[config.mk]
export PLATFORM = sky130hd
export DESIGN_NAME = clknrst_seq_ctrl
export DESIGN_NICKNAME = d
export VERILOG_FILES = /design/src/rtl/clknrst_seq_ctrl.sv
export SDC_FILE = /design/constraint.sdc
export NUM_CORES = 1
export LEC_CHECK = 0
export ABC_CLOCK_PERIOD_IN_PS = 2900
export CORE_ASPECT_RATIO = 0.9
export CORE_MARGIN = 2
export CORE_UTILIZATION = 53
export DETAILED_ROUTE_END_ITERATION = 10
export MAX_ROUTING_LAYER = met4
export PLACE_DENSITY = 0.86
export SETUP_SLACK_MARGIN = 0.1
export SYNTH_ARGS = -nofsm -noshare
export SYNTH_HDL_FRONTEND = slang
export SYNTH_SLANG_ARGS = --single-unit
[constraint.sdc]
create_clock -name clk -period 2.9 [get_ports clk]
set_input_delay 0.58 -clock clk [delete_from_list [all_inputs] [get_ports clk]]
set_output_delay 0.58 -clock clk [all_outputs]
set_load 0.1 [all_outputs]
[src/rtl/clknrst_seq_ctrl.sv]
// Reset / clock-enable sequencer: synchronizes reset release, holds all domains in reset
// with clocks running, releases them one by one in ascending order, and re-runs the
// sequence on a four-phase software request.
module clknrst_seq_ctrl #(
   parameter int unsigned NUM_DOMAINS = 4,
   parameter int unsigned HOLD_CYCLES = 16,
   parameter int unsigned STAGE_GAP   = 8,
   parameter int unsigned SYNC_STAGES = 2
) (
   input  logic                   clk,
   input  logic                   reset_n,
   input  logic                   sw_rst_req,
   output logic                   sw_rst_ack,
   output logic [NUM_DOMAINS-1:0] rst_n_out,
   output logic [NUM_DOMAINS-1:0] clk_en,
   output logic                   busy,
   output logic [2:0]             state
);

   localparam int unsigned MAX_CNT = (HOLD_CYCLES > STAGE_GAP) ? HOLD_CYCLES : STAGE_GAP;
   localparam int unsigned CNT_W   = $clog2(MAX_CNT + 1);
   localparam int unsigned IDX_W   = $clog2(NUM_DOMAINS + 1);
   // The state register acts as the final synchronizer stage, so only SYNC_STAGES-1
   // dedicated flops precede it.
   localparam int unsigned FRONT_W = SYNC_STAGES - 1;

   localparam logic [CNT_W-1:0] HoldLast = CNT_W'(HOLD_CYCLES - 1);
   localparam logic [CNT_W-1:0] GapLast  = CNT_W'(STAGE_GAP - 1);
   localparam logic [IDX_W-1:0] IdxLast  = IDX_W'(NUM_DOMAINS - 1);

   localparam logic [2:0] StRst     = 3'd0;
   localparam logic [2:0] StHold    = 3'd1;
   localparam logic [2:0] StRelease = 3'd2;
   localparam logic [2:0] StRun     = 3'd3;
   localparam logic [2:0] StDrain   = 3'd4;

   logic [FRONT_W-1:0]     sync_q;
   logic                   rst_sync;
   logic [2:0]             state_q, state_d;
   logic [CNT_W-1:0]       cnt_q, cnt_d;
   logic [IDX_W-1:0]       idx_q, idx_d;
   logic [NUM_DOMAINS-1:0] rst_n_q, rst_n_d;
   logic [NUM_DOMAINS-1:0] clk_en_q, clk_en_d;
   logic                   ack_q, ack_d;
   logic                   sw_seq_q, sw_seq_d;
   logic                   busy_q, busy_d;

   assign rst_sync = sync_q[FRONT_W-1];

   // Reset synchronizer: asynchronous assertion, synchronous deassertion.
   always_ff @(posedge clk or negedge reset_n) begin
      if (!reset_n) begin
         sync_q <= '0;
      end else begin
         sync_q <= (sync_q << 1) | FRONT_W'(1);
      end
   end

   // Next-state logic for the sequencing FSM, counters and outputs.
   always_comb begin
      state_d  = state_q;
      cnt_d    = cnt_q;
      idx_d    = idx_q;
      rst_n_d  = rst_n_q;
      clk_en_d = clk_en_q;
      ack_d    = ack_q;
      sw_seq_d = sw_seq_q;

      // Four-phase completion: ack drops once the request is withdrawn.
      if (ack_q && !sw_rst_req) begin
         ack_d = 1'b0;
      end

      case (state_q)
         StRst: begin
            if (rst_sync) begin
               state_d  = StHold;
               clk_en_d = '1;
               cnt_d    = '0;
               idx_d    = '0;
            end
         end
         StHold: begin
            if (cnt_q == HoldLast) begin
               state_d    = StRelease;
               rst_n_d    = NUM_DOMAINS'(1);
               cnt_d      = '0;
               idx_d      = '0;
            end else begin
               cnt_d = cnt_q + CNT_W'(1);
            end
         end
         StRelease: begin
            // idx_q is the highest domain already released.
            if (idx_q == IdxLast) begin
               state_d  = StRun;
               cnt_d    = '0;
               idx_d    = '0;
               ack_d    = sw_seq_q;
               sw_seq_d = 1'b0;
            end else if (cnt_q == GapLast) begin
               rst_n_d = (rst_n_q << 1) | NUM_DOMAINS'(1);
               idx_d   = idx_q + IDX_W'(1);
               cnt_d   = '0;
            end else begin
               cnt_d = cnt_q + CNT_W'(1);
            end
         end
         StRun: begin
            if (sw_rst_req && !ack_q) begin
               state_d  = StDrain;
               rst_n_d  = rst_n_q >> 1;
               sw_seq_d = 1'b1;
               cnt_d    = '0;
               idx_d    = '0;
            end
         end
         StDrain: begin
            if (rst_n_q == '0) begin
               state_d = StHold;
               cnt_d   = '0;
               idx_d   = '0;
            end else begin
               rst_n_d = rst_n_q >> 1;
            end
         end
         default: begin
            state_d = StRst;
         end
      endcase

      busy_d = (state_d != StRun);
   end

   // State and registered outputs; all forced to reset values while reset_n is low.
   always_ff @(posedge clk or negedge reset_n) begin
      if (!reset_n) begin
         state_q  <= StRst;
         cnt_q    <= '0;
         idx_q    <= '0;
         rst_n_q  <= '0;
         clk_en_q <= '0;
         ack_q    <= 1'b0;
         sw_seq_q <= 1'b0;
         busy_q   <= 1'b1;
      end else begin
         state_q  <= state_d;
         cnt_q    <= cnt_d;
         idx_q    <= idx_d;
         rst_n_q  <= rst_n_d;
         clk_en_q <= clk_en_d;
         ack_q    <= ack_d;
         sw_seq_q <= sw_seq_d;
         busy_q   <= busy_d;
      end
   end

   assign state      = state_q;
   assign rst_n_out  = rst_n_q;
   assign clk_en     = clk_en_q;
   assign sw_rst_ack = ack_q;
   assign busy       = busy_q;

endmodule

==> results.py, run 1 <==
metrics = {
    "outcome": {
        "status": "completed",
    },
    "min_path": {
        "min_path_cells": 2,
        "hold_class": "flip-flop to flip-flop",
    },
    "worst_setup_path": {
        "worstPathCellList": "ha_1 -> and3_1 -> ha_1 -> or4b_4 -> o31ai_4 -> nand3b_2 -> mux2_1",
        "cp_data_arrival_time_ns": 2.56,
        "cp.depth": 7,
        "cp.required_ns": 3.11,
        "reg2reg_depth": 7,
        "path_class": "flip-flop to flip-flop",
        "crit_top_cell": "ha_1",
        "crit_buf_inv": 0,
        "timing.critical_path.slowest_cell_delay_ns": 0.53,
        "cp-start-kind": "flip-flop",
        "cp_max_fo": 5,
        "endpoint_kind": "flip-flop",
        "crit_family": "simple AND/OR/NAND/NOR gates",
        "slowest_stage": "or4b_4",
    },
    "global_routing": {
        "grt_pass1_wl_um": 3774,
        "grt-ovfl-total": 0,
        "grt_pass1_vias": 783,
        "antenna_found_initial": 0,
        "grt_max_degree": 21,
        "grtUsageTotal_pct": 22.99,
    },
    "route": {
        "dr.pass1.iters": 4,
        "vias": 828,
        "viasPerCell": 5.831,
        "wl_per_cell_um": 15.76,
        "drc": 0,
        "drt-initial-drc-count": 7,
        "routed_wl_um": 2238,
        "antenna_left": 0,
    },
    "clock_tree": {
        "cts_tree": "done",
        "clk_path_buf_depth": 2,
        "cts_buffers": 3,
        "cts_root_buf": "clkbuf_4",
        "clk_latency_ns": 0.31,
        "htree_levels": 1,
        "cts_hold_buf": 0,
        "clkTransAtPathRegs_ns": 0.12,
        "cts_setup_buffers": 0,
        "cts_resized": 0,
        "cts_sinks": 20,
    },
    "cells_and_area": {
        "final_common_cell": "dfrtp_1",
        "antennaDiodeCount": 0,
        "drive_above_1_share_pct": 28.21,
        "final_cell_mix": "19 x dfrtp_1, 13 x buf_4, 9 x nand2_1, 7 x nor2_1, 5 x nand2b_1",
        "regArea_sq_um": 501.7,
        "num-nets-final": 125,
        "multi_input_area_sq_um": 576.8,
        "syn2layout_area_growth_pct": 14.79,
        "fillCellCount": 159,
    },
    "floorplan": {
        "io_pins": 16,
        "start_util_pct": 57.63,
        "core_region_area_sq_um": 1952,
        "fp.dieArea_sq_um": 2507,
        "dieHeight_um": 47.71,
        "die_w_um": 52.56,
        "row_count": 15,
    },
    "synth": {
        "syn_inst": 103,
        "synth_edf_count": 0,
        "synth_area_sq_um": 1125,
        "synthArstFlopShare_pct": 100.0,
        "yosysSeqAreaShare_pct": 44.61,
        "synth-main-ff-cell": "dfrtp_1",
        "ys_ff_latch": 20,
        "syn_area_per_cell_sq_um": 10.92,
        "synth_nets": 110,
        "synth_cell_types": 46,
        "ys_warn_count": 0,
    },
    "sta": {
        "max_clock_freq_ghz": 0.4248,
        "worst_pin_slew_ns": 0.8965,
        "final-setup-viol-count": 0,
        "min_period_over_period_pct": 81.18,
        "rsz0062_at_grt": "false",
        "slew_headroom_pct": 40.05,
        "clock_skew_ns": 0.006138,
        "slew_viol_final": 0,
        "report.final.hold_viol_count": 0,
        "fin_crit_ns": 2.354,
        "fin_tns_setup_ns": 0,
    },
    "placed_design": {
        "io_buffers": 15,
        "routabilityCongestion": 0.8963,
        "place_hpwl_um": 1613,
    },
    "pwr": {
        "finalPower_mw": 1.092,
        "power_density_nw_per_um2": 845.5,
        "ir_drop_uv": 469.1,
        "leakage_nw": 0.5822,
    },
    "run": {
        "maxCapViolations": 0,
    },
}
## report_power, final
part	total, mW	switching (mW)	leakage [nW]	internal (mW)
clock network	0.231	0.0908	0.0279	0.140
registers	0.397	0.0676	0.250	0.329
logic	0.464	0.286	0.305	0.178
total	1.09	0.445	0.582	0.647
## kinds of logic (layout without fill, tap and decap cells)
| group | count (synthesis) | count (layout) | synth area share [%] |
|---|---|---|---|
| compound gates | 18 | 18 | 14.02 |
| flops | 20 | 20 | 44.61 |
| other cells | 1 | 1 | 0.3334 |
| simple gates | 46 | 46 | 26.58 |
| mux | 6 | 6 | 5.895 |
| fa+ha+maj | 4 | 4 | 4.450 |
| buf+inv | 8 | 22 | 4.115 |
## layout make-up
cell class | count | area share, %
multi-input combinational | 75 | 44.67
sequential | 20 | 38.86
timing repair buffer | 15 | 9.109
tap | 25 | 2.422
clock inverter | 1 | 2.326
clock buffer | 3 | 1.744
inverter | 3 | 0.8721
## metrics by stage
stage,cells,worst slack (ns),util [%],instance area (sq um),hold WS [ns]
floorplan,103,0.4123,-,1125,0.2844
global placement,138,0.6356,63.46,1239,0.4582
detailed placement,138,0.5692,63.46,1239,0.4740
CTS,142,0.5388,66.15,1291,0.5014
global route,142,0.4404,66.15,1291,0.5326
finish,142,0.5459,66.15,1291,0.4960
## final timing paths
check	startpoint	end	slack (ns)
min in group asynchronous	reset_n	cnt_q[0]$_DFFE_PN0P_	0.76
worst min-delay path	sw_seq_q$_DFFE_PN0P_	sw_rst_ack$_DFF_PN0_	0.50
max in group asynchronous	reset_n	cnt_q[2]$_DFFE_PN0P_	1.59
worst max-delay path	cnt_q[0]$_DFFE_PN0P_	idx_q[1]$_DFFE_PN0P_	0.55
worst max register to register	cnt_q[0]$_DFFE_PN0P_	idx_q[1]$_DFFE_PN0P_	0.55
worst min register to register	sw_seq_q$_DFFE_PN0P_	sw_rst_ack$_DFF_PN0_	0.50
## registers in the layout, summed over array words and instances (netlist names)
name,cells
busy,1
clk_en,1
cnt_q,5
idx_q,3
rst_n_out,4
rst_sync,1
state,3
sw_rst_ack,1
sw_seq_q,1
## worst min-delay path, delay by kind of cell (launching register included)
kind | cells | cell delay (ns)
DFF | 1 | 0.36
and+or+nand+nor | 1 | 0.04
AOI/OAI and AO/OA | 1 | 0.06
## Yosys cell counts, types with 3 or more instances
cell type	number	area (sq um)
buf_4	4	30.03
dfrtp_1	19	475.5
ha_1	4	50.05
inv_1	3	11.26
mux2_1	4	45.04
nand2_1	9	33.78
nand2b_1	5	31.28
nor2_1	7	26.28
nor2b_1	3	18.77
nor3_1	3	15.01
## layer usage
layer	part of all wire [%]	wire, um	vias up	track usage (%)
met3	5.6	126	4	7.500
met1	44	979	404	27.24
met5	0	0	-	-
li1	-	-	396	-
met4	1.9	42	0	9.744
met2	49	1091	24	36.50
No activity file was read; power rests on OpenSTA's default activity.
==> run 2: changes to the inputs <==
Settings changed: ABC_CLOCK_PERIOD_IN_PS 2900 to 2180.
Clock period 2.9 ns to 2.18 ns, I/O delays scaled along.
==> run 2 against run 1 <==
Worst setup slack worse by 0.48 ns. Highest routed layer unchanged. Fmax is 11% higher. Register-to-register slack worse by 0.48 ns. Clock skew is 0.0055 ns lower. Largest cell class unchanged. Worst hold slack worse by 0.055 ns. Global-route usage hardly changed. Power is 37% higher. Via count is 6.3% higher.
==> results.py, run 2 (synthesis gave the netlist of run 1 again) <==
metrics = {
    "global_routing": {
        "grt_pass1_wl_um": 3912,
        "grtUsageTotal_pct": 23.01,
        "met2_usage_pct": 36.25,
        "grt_max_degree": 21,
        "antenna_found_initial": 0,
        "use_met3_pct": 6.250,
        "grt_pass1_vias": 831,
        "grt-ovfl-total": 0,
        "use_met1_pct": 28.26,
        "grt-busiest-layer": "met2",
    },
    "placed_design": {
        "io_buffers": 15,
        "placed_cell_area_sq_um": 1316,
        "place_hpwl_um": 1631,
        "routabilityCongestion": 0.8212,
    },
    "worst_setup_path": {
        "cp_max_fo": 3,
        "endpoint_kind": "flip-flop",
        "cp.required_ns": 2.39,
        "cp_data_arrival_time_ns": 2.32,
        "reg2reg_depth": 7,
        "cp-start-kind": "flip-flop",
        "path_class": "flip-flop to flip-flop",
    },
    "sta": {
        "slew_viol_final": 0,
        "fin_tns_setup_ns": 0,
        "fin_crit_ns": 2.112,
        "final-setup-viol-count": 0,
        "report.final.hold_viol_count": 0,
        "max_clock_freq_ghz": 0.4735,
        "rsz0062_at_grt": "true",
        "min_period_over_period_pct": 96.87,
        "clock_skew_ns": 0.0005981,
    },
    "cells_and_area": {
        "syn2layout_area_growth_pct": 23.25,
        "final_cell_mix": "21 x buf_4, 12 x dfrtp_1, 9 x nand2_1, 7 x nor2_1, 6 x dfrtp_2",
        "fillCellCount": 147,
        "regMostFlops": "cnt_q",
        "drive_above_1_share_pct": 43.20,
        "num-nets-final": 133,
        "fin_area_sq_um": 1386,
        "final_common_cell": "buf_4",
        "antennaDiodeCount": 0,
        "largest_reg_flops": 5,
    },
    "route": {
        "drt-initial-drc-count": 17,
        "vias": 880,
        "antenna_left": 0,
        "routed_wl_um": 2221,
        "drc": 0,
        "dr.pass1.iters": 4,
        "wl_per_cell_um": 14.81,
        "viasPerCell": 5.867,
    },
    "floorplan": {
        "fp.dieArea_sq_um": 2507,
        "row_count": 15,
        "start_util_pct": 57.63,
        "dieHeight_um": 47.71,
        "die_w_um": 52.56,
        "core_region_area_sq_um": 1952,
        "io_pins": 16,
    },
    "clock_tree": {
        "clkTransAtPathRegs_ns": 0.11,
        "clk_latency_ns": 0.31,
        "htree_levels": 1,
        "cts_hold_buf": 0,
        "cts_buffers": 3,
        "cts_root_buf": "clkbuf_4",
        "clk_path_buf_depth": 2,
        "cts_sinks": 20,
        "cts_tree": "done",
    },
    "pwr": {
        "ir_drop_uv": 593.4,
        "finalPower_mw": 1.493,
        "power_density_nw_per_um2": 1077,
        "leakage_nw": 0.6141,
    },
    "min_path": {
        "hold_class": "primary input to asynchronous set/reset pin",
    },
    "run": {
        "maxCapViolations": 0,
    },
    "outcome": {
        "status": "completed",
    },
}
## run 2: repair_timing
| action | 4_1_cts | 5_1_grt |
|---|---|---|
| resized for setup | 0 | 2 |
| setup buffers | 4 | 0 |
| endpoints found under the setup margin | 4 | 6 |
| pin swaps | 2 | 2 |
## run 2: final timing paths
path | startpoint | to | slack (ns)
worst max-delay path | cnt_q[0]$_DFFE_PN0P_ | idx_q[1]$_DFFE_PN0P_ | 0.07
worst min-delay path | reset_n | cnt_q[1]$_DFFE_PN0P_ | 0.44
worst max register to register | cnt_q[0]$_DFFE_PN0P_ | idx_q[1]$_DFFE_PN0P_ | 0.07
worst min register to register | sw_seq_q$_DFFE_PN0P_ | sw_rst_ack$_DFF_PN0_ | 0.51
max in group asynchronous | reset_n | busy$_DFF_PN1_ | 1.47
min in group clk | sw_seq_q$_DFFE_PN0P_ | sw_rst_ack$_DFF_PN0_ | 0.51
## run 2: report_power, final
part	total (mW)	internal, mW	switching, mW
Sequential	0.520	0.444	0.0756
Clock	0.220	0.102	0.118
Combinational	0.754	0.329	0.425
Total	1.49	0.875	0.618
## run 2: layout make-up
class                      count  area [sq um]  area share, %
tap                           25         31.28          2.256
multi-input combinational     75         616.8          44.49
inverter                       3         11.26         0.8123
clock buffer                   4         36.28          2.617
sequential                    20         513.0          37.00
timing repair buffer          23         177.7          12.82
## run 2: metrics by stage
step | hold slack (ns) | util (%) | std cells | setup WS [ns]
after floorplan | 0.1404 | - | 103 | 0.04570
after global placement | 0.4647 | 67.44 | 142 | 0.03478
after detailed placement | 0.4807 | 67.44 | 142 | -0.007312
after CTS | 0.4466 | 70.83 | 150 | 0.08234
after global routing | 0.4469 | 71.03 | 150 | 0.01152
final | 0.4413 | 71.03 | 150 | 0.06824
## run 2: metal layers
| layer | vias to the layer above | wire length, um |
|---|---|---|
| met5 | - | 0 |
| met4 | 0 | 27 |
| met3 | 5 | 121 |
| met2 | 27 | 1129 |
| met1 | 437 | 942 |
| li1 | 411 | - |
## run 2: critical path: stages (launching register included)
cell	delay (ns)
dfrtp_1	0.40
ha_2	0.19
and3_4	0.16
ha_4	0.15
or4b_4	0.52
o31ai_4	0.09
nand3b_4	0.20
mux2_4	0.31
==> run 3: changes to the inputs <==
Settings changed: CTS_CLUSTER_DIAMETER set to 60.
==> results of run 3 <==
The final DEF is identical to that of run 2; final timing and power are the same.
